`src/rtl/run_monitor_if.sv`:
```
// Bus between the multicycle datapath and run_monitor: fetch observation inputs,
// trace readout port, run status and a debug view of the monitor FSM.
interface run_monitor_if #(
  parameter int WIDTH = 16,
  parameter int DEPTH = 16
);
  localparam int CW = $clog2(DEPTH) + 1;

  // FetchEn is a valid strobe with no ready: in RUN every strobed fetch is accepted on that edge.
  // RdReq is a pop request answered one edge later by a one-cycle RdValid; an empty pop yields no RdValid.
  logic [WIDTH-1:0]   PCIn;
  logic [WIDTH-1:0]   IRIn;
  logic               FetchEn;
  logic               RdReq;
  logic               Halted;
  logic [1:0]         HaltCause;
  logic [31:0]        CycleCount;
  logic [31:0]        InstrCount;
  logic [2*WIDTH-1:0] RdData;
  logic               RdValid;
  logic               Empty;
  logic [CW-1:0]      Count;
  logic               state_dbg;

  modport master (
    output PCIn, IRIn, FetchEn, RdReq,
    input  Halted, HaltCause, CycleCount, InstrCount, RdData, RdValid, Empty, Count, state_dbg
  );

  modport slave (
    input  PCIn, IRIn, FetchEn, RdReq,
    output Halted, HaltCause, CycleCount, InstrCount, RdData, RdValid, Empty, Count, state_dbg
  );
endinterface

```
`src/rtl/run_monitor.sv`:
```
// Run monitor: counts cycles/fetches, halts on illegal opcode, self-loop or timeout.
// Define RUN_MONITOR_TRACE_EN to build the circular fetch trace and its readout port.
module run_monitor #(
  parameter int                    WIDTH        = 16,
  parameter int                    OPW          = 4,
  parameter logic [(1<<OPW)-1:0]   ILLEGAL_MASK = '0,
  parameter int                    DEPTH        = 16,
  parameter int                    MAX_CYCLES   = 65535
) (
  input logic        CLK,
  input logic        CLR,
  run_monitor_if.slave bus
);
  localparam int CW = $clog2(DEPTH) + 1;

  typedef enum logic {RUN = 1'b0, HALT = 1'b1} state_t;

  state_t            state;
  state_t            state_next;
  logic [OPW-1:0]    opcode;
  logic              fire_illegal;
  logic              fire_loop;
  logic              fire_timeout;
  logic              halt_now;
  logic [1:0]        cause_next;
  logic [WIDTH-1:0]  prev_pc;
  logic              prev_valid;
  logic [31:0]       cycle_count;
  logic [31:0]       instr_count;
  logic [1:0]        halt_cause;

  assign opcode = bus.IRIn[WIDTH-1 -: OPW];

  // Halt sources are judged on the same edge that accepts the fetch.
  always_comb begin
    fire_illegal = bus.FetchEn && ILLEGAL_MASK[opcode];
    fire_loop    = bus.FetchEn && prev_valid && (bus.PCIn == prev_pc);
    fire_timeout = (MAX_CYCLES != 0) && (cycle_count == 32'(MAX_CYCLES - 1));
    halt_now     = (state == RUN) && (fire_illegal || fire_loop || fire_timeout);
    if (fire_illegal)      cause_next = 2'b01;
    else if (fire_loop)    cause_next = 2'b10;
    else if (fire_timeout) cause_next = 2'b11;
    else                   cause_next = 2'b00;
  end

  always_ff @(posedge CLK) begin
    if (CLR) state <= RUN;
    else     state <= state_next;
  end

  always_comb begin
    state_next = state;
    case (state)
      RUN:     if (halt_now) state_next = HALT;
      HALT:    state_next = HALT;
      default: state_next = RUN;
    endcase
  end

  always_comb begin
    bus.Halted    = (state == HALT);
    bus.state_dbg = state;
  end

  always_ff @(posedge CLK) begin
    if (CLR) begin
      cycle_count <= '0;
      instr_count <= '0;
      prev_pc     <= '0;
      prev_valid  <= 1'b0;
      halt_cause  <= 2'b00;
    end else if (state == RUN) begin
      cycle_count <= cycle_count + 32'd1;
      if (bus.FetchEn) begin
        instr_count <= instr_count + 32'd1;
        prev_pc     <= bus.PCIn;
        prev_valid  <= 1'b1;
      end
      if (halt_now) halt_cause <= cause_next;
    end
  end

  assign bus.HaltCause  = halt_cause;
  assign bus.CycleCount = cycle_count;
  assign bus.InstrCount = instr_count;

`ifdef RUN_MONITOR_TRACE_EN
  localparam int AW = $clog2(DEPTH);

  logic [2*WIDTH-1:0] mem [DEPTH];
  logic [AW-1:0]      wr_ptr;
  logic [AW-1:0]      rd_ptr;
  logic [CW-1:0]      count;
  logic [2*WIDTH-1:0] rd_data;
  logic               rd_valid;
  logic               push;
  logic               pop;

  assign push = (state == RUN) && bus.FetchEn;
  assign pop  = (state == HALT) && bus.RdReq && (count != '0);

  // Pointers are AW bits wide, so wrap modulo DEPTH is free; a full buffer drops its oldest entry.
  always_ff @(posedge CLK) begin
    if (CLR) begin
      for (int i = 0; i < DEPTH; i++) mem[i] <= '0;
      wr_ptr   <= '0;
      rd_ptr   <= '0;
      count    <= '0;
      rd_data  <= '0;
      rd_valid <= 1'b0;
    end else begin
      rd_valid <= 1'b0;
      if (push) begin
        mem[wr_ptr] <= {bus.PCIn, bus.IRIn};
        wr_ptr      <= wr_ptr + 1'b1;
        if (count == CW'(DEPTH)) rd_ptr <= rd_ptr + 1'b1;
        else                     count  <= count + 1'b1;
      end else if (pop) begin
        rd_data  <= mem[rd_ptr];
        rd_ptr   <= rd_ptr + 1'b1;
        count    <= count - 1'b1;
        rd_valid <= 1'b1;
      end
    end
  end

  assign bus.RdData  = rd_data;
  assign bus.RdValid = rd_valid;
  assign bus.Count   = count;
  assign bus.Empty   = (count == '0);
`else
  logic unused_ok;

  assign unused_ok   = &{1'b0, bus.RdReq, bus.IRIn};
  assign bus.RdData  = '0;
  assign bus.RdValid = 1'b0;
  assign bus.Count   = CW'(0);
  assign bus.Empty   = 1'b1;
`endif
endmodule

```
`src/flat_wrapper.sv`:
```
// flat-port wrapper written by rule: the top's interface ports become plain ports
module run_monitor_flat 
#(
  parameter int                    WIDTH        = 16,
  parameter int                    OPW          = 4,
  parameter logic [(1<<OPW)-1:0]   ILLEGAL_MASK = '0,
  parameter int                    DEPTH        = 16,
  parameter int                    MAX_CYCLES   = 65535
)
  (CLK, CLR, bus_PCIn, bus_IRIn, bus_FetchEn, bus_RdReq, bus_Halted, bus_HaltCause, bus_CycleCount, bus_InstrCount, bus_RdData, bus_RdValid, bus_Empty, bus_Count, bus_state_dbg);
  run_monitor_if #(.WIDTH(WIDTH), .DEPTH(DEPTH)) bus_i ();
  input logic CLK;
  input logic CLR;
  input wire logic [$bits(bus_i.PCIn)-1:0] bus_PCIn;
  input wire logic [$bits(bus_i.IRIn)-1:0] bus_IRIn;
  input wire logic [$bits(bus_i.FetchEn)-1:0] bus_FetchEn;
  input wire logic [$bits(bus_i.RdReq)-1:0] bus_RdReq;
  output wire logic [$bits(bus_i.Halted)-1:0] bus_Halted;
  output wire logic [$bits(bus_i.HaltCause)-1:0] bus_HaltCause;
  output wire logic [$bits(bus_i.CycleCount)-1:0] bus_CycleCount;
  output wire logic [$bits(bus_i.InstrCount)-1:0] bus_InstrCount;
  output wire logic [$bits(bus_i.RdData)-1:0] bus_RdData;
  output wire logic [$bits(bus_i.RdValid)-1:0] bus_RdValid;
  output wire logic [$bits(bus_i.Empty)-1:0] bus_Empty;
  output wire logic [$bits(bus_i.Count)-1:0] bus_Count;
  output wire logic [$bits(bus_i.state_dbg)-1:0] bus_state_dbg;
  assign bus_i.PCIn = bus_PCIn;
  assign bus_i.IRIn = bus_IRIn;
  assign bus_i.FetchEn = bus_FetchEn;
  assign bus_i.RdReq = bus_RdReq;
  assign bus_Halted = bus_i.Halted;
  assign bus_HaltCause = bus_i.HaltCause;
  assign bus_CycleCount = bus_i.CycleCount;
  assign bus_InstrCount = bus_i.InstrCount;
  assign bus_RdData = bus_i.RdData;
  assign bus_RdValid = bus_i.RdValid;
  assign bus_Empty = bus_i.Empty;
  assign bus_Count = bus_i.Count;
  assign bus_state_dbg = bus_i.state_dbg;
  run_monitor #(.WIDTH(WIDTH), .OPW(OPW), .ILLEGAL_MASK(ILLEGAL_MASK), .DEPTH(DEPTH), .MAX_CYCLES(MAX_CYCLES)) u_core (.CLK(CLK), .CLR(CLR), .bus(bus_i));
endmodule
```
`config.mk`:
```
export PLATFORM = sky130hd
export DESIGN_NAME = run_monitor_flat
export DESIGN_NICKNAME = d
export VERILOG_FILES = /design/src/rtl/run_monitor_if.sv /design/src/rtl/run_monitor.sv /design/src/flat_wrapper.sv
export SDC_FILE = /design/constraint.sdc
export NUM_CORES = 1
export LEC_CHECK = 0
export BUFFER_PORTS_ARGS = -buffer_cell sky130_fd_sc_hd__buf_2
export CORE_MARGIN = 2
export CORE_UTILIZATION = 40
export DETAILED_ROUTE_END_ITERATION = 10
export PLACE_DENSITY = 0.75
export RECOVER_POWER = 50
export SLEW_MARGIN = 0
export SYNTH_ARGS = -nofsm -noshare
export SYNTH_HDL_FRONTEND = slang
export SYNTH_SLANG_ARGS = --single-unit
```
`constraint.sdc`:
```
create_clock -name CLK -period 1.9 [get_ports CLK]
set_input_delay 0.095 -clock CLK [delete_from_list [all_inputs] [get_ports CLK]]
set_output_delay 0.095 -clock CLK [all_outputs]
set_load 0.05 [all_outputs]
```
==> reports/metrics.yaml <==
finish:
  fillers: 1125
  layout.nets: 647
  regArea_sq_mm: 0.001714
  multi_input_area_sq_mm: 0.002370
  final_cell_area_sq_mm: 0.005079
  drive_above_1_share: 0.1555
  n_antenna_cell: 0
  area_delta_synth_final_pct: 16.74
cts:
  cts_buffer_depth: 2
  h-tree-depth: 3
  cts_made_buffers: 9
  clockRootBuffer: "clkbuf_8"
  cts_setup_buffers: 0
  cts_sinks: 84
  insertion_delay_ns: 0.35
  clk_pin_slew_ns: 0.08
  cts_tree: "done"
place:
  place_area_sq_mm: 0.004791
  place_congestion: 0.7952
  hpwlAfterDp_mm: 6.864
  portBuffers: 86
setup_path:
  cp-end-kind: "register"
  rr_worst_depth: 4
  max_stage_delay_ns: 0.47
  critPathBufInv: 0
  required_ns: 2.18
  path_max_fanout: 11
  r2r-start: "u_core.bus.Halted"
  worstPathArrival_ns: 2.09
  critPathCapture: "u_core.bus.CycleCount[17]"
  cp-startpoint: "u_core.bus.Halted"
  path_delay_family: "simple AND/OR/NAND/NOR gates"
  cp.depth: 4
  slowest_stage: "or2_2"
  startpoint_type: "register"
  path_cells: "nand4b_1 > or2_2 > or3_2 > a21oi_1"
  critPathKind: "reg2reg"
  rrSetupSlack_ns: 0.09
  r2r-end: "u_core.bus.CycleCount[17]"
routing:
  drt_iter0_drc: 217
  wl_per_cell_microns: 13.21
  drcViolationCount: 0
  wl_mm: 9.918
  dr.pass1.iters: 4
  ant_nets: 0
  vias: 3690
  vias_per_cell: 4.913
yosys:
  synth-compound-area-share: 0.03911
  synth_area_sq_mm: 0.004350
  synth_top_family_by_area: "simple AND/OR/NAND/NOR gates"
  synth_edf_count: 0
  synthXorXnorAreaFrac: 0.1470
  ys_async_sr_fraction: 0
  synth.avg_cell_area_sq_um: 8.480
  synth_top_area_cell: "dfxtp_1"
  synth_simple_gate_area_frac: 0.3083
  synth.yosys.seq_area_share: 0.3865
  ys_ff_latch: 84
  yosys-top-cells-count: "dfxtp_1, nor2_1, nand2_1, xnor2_1, buf_4"
  synth_fa_ha_area_frac: 0.008628
  yosysWarnings: 0
  ys_top_cells_by_area: "dfxtp_1, xnor2_1, buf_4"
  synth_mux_area_frac: 0
  yosysMostFrequentCell: "dfxtp_1"
  synth_top_area_frac: 0.3865
  synthDistinctLibCells: 46
  synthCells: 513
  synthFlopType: "dfxtp_1"
sta:
  setup_tns_ns: 0
  finalHoldViolations: 0
  setup-violations-final: 0
  drv_slew: 0
  period_needed_ns: 1.809
  fin_crit_sh: 0.9521
  worst_slew_pin_slew_ns: 0.6683
  grt_setup_unrepaired: "no"
  fmax_mhz: 552.8
  fin_skew_ns: 0.005198
  slew_headroom: 0.5564
grt:
  grt_pass1_vias: 3382
  grt_antenna_before_repair: 0
  grt_overflow_total: 0
  grt_pass1_wl_mm: 15.81
  grt_max_degree: 78
  track_usage: 0.1687
run:
  cap_violations: 0
power_and_ir_drop:
  total_leakage_power_nw: 1.770
  peakVddDrop_v: 0.0003749
  power_density_mw_per_mm2: 691.1
floorplan:
  start_util: 0.4049
  core-area_sq_mm: 0.01075
  die-area_sq_mm: 0.01173
  pin_count: 143
  die_w_microns: 108.3
  row_count: 38
  fp.dieH_microns: 108.3
worst_hold_path:
  min_path_cells: 3
  hold_class: "in2reg"
status:
  status: "complete, no violations"
-- cell families after synthesis --
| logic type | Yosys count |
|---|---|
| compound gates | 31 |
| fa+ha+maj | 3 |
| xor+xnor | 73 |
| simple gates | 242 |
| buf+inv | 78 |
| other cells | 2 |
| flops | 84 |
-- sequential cells by signal (all words and copies together) (netlist names) --
name                   flops
u_core.bus.InstrCount     32
u_core.bus.HaltCause       2
u_core.prev_valid          1
u_core.prev_pc            16
u_core.bus.Halted          1
u_core.bus.CycleCount     32
-- power by group --
group	internal, mW	switching [mW]
combinational	0.0939	0.317
sequential	1.79	0.0281
clock	0.664	0.617
total	2.55	0.962
-- layout by cell type, fill, tap and decap left out, drive strengths merged, types with 5 or more instances in the layout --
cell type and n:
nand3 15, dfxtp 84, conb 39, nor2 73
buf 26, o21ai 5, and4 9, a21oi 23
or3 6, inv 15, nor3 15, dlygate4sd3 15
nor4 28, clkbuf 81, xnor2 56, nand2 57
nand4 16, xor2 17
-- area by class of cell --
cell class                      count  share of cell area
Tap cell                          140             0.03449
Sequential cell                    84              0.3375
Clock inverter                      2            0.006898
Inverter                           15             0.01109
Clock buffer                       12             0.03055
Multi-Input combinational cell    388              0.4666
Timing Repair Buffer              110              0.1128
-- layer usage --
layer  vias up  track usage  part of all wire
li1       1831            -                 -
met1      1734       0.2142              0.45
met3        12      0.04581             0.056
met5         -            0                 0
met4         0      0.06685             0.013
met2       113       0.2722              0.48
-- worst reg2reg max path, cell delays in order, from the launching register on --
cell	delay (ns)
dfxtp_1	0.38
nand4b_1	0.30
or2_2	0.47
or3_2	0.44
a21oi_1	0.14
-- worst min-delay path by stage --
stage | start | to | slack (ns)
CTS | bus_PCIn[7] | u_core.prev_pc[7] | 0.003
floorplan | bus_PCIn[0] | u_core.prev_pc[0] | 0.23
detailed placement | bus_PCIn[8] | u_core.prev_pc[8] | 0.36
finish | bus_PCIn[7] | u_core.prev_pc[7] | 0.02
global route | bus_PCIn[7] | u_core.prev_pc[7] | 0.0009
global placement | bus_PCIn[14] | u_core.prev_pc[14] | 0.36
-- what timing repair did --
action | in CTS | in global routing
resized for setup | 0 | 5
hold buffers | 15 | 0
endpoints found under the setup margin | 0 | 5
endpoints found under the hold margin | 15 | 0
-- through the flow --
stage	hold WS [ns]	util	setup slack, ns	cells	power (mW)
final	0.02306	0.4726	0.09104	751	3.510
after global routing	0.0009019	0.4726	0.01722	751	3.667
after CTS	0.003322	0.4775	0.07172	751	3.558
after detailed placement	0.3628	0.4459	0.09126	722	2.249
after global placement	0.3561	0.4459	0.1314	722	2.239
after floorplan	0.2310	-	-0.02145	550	2.237
Note: power is estimated with default switching activity, not from simulation.
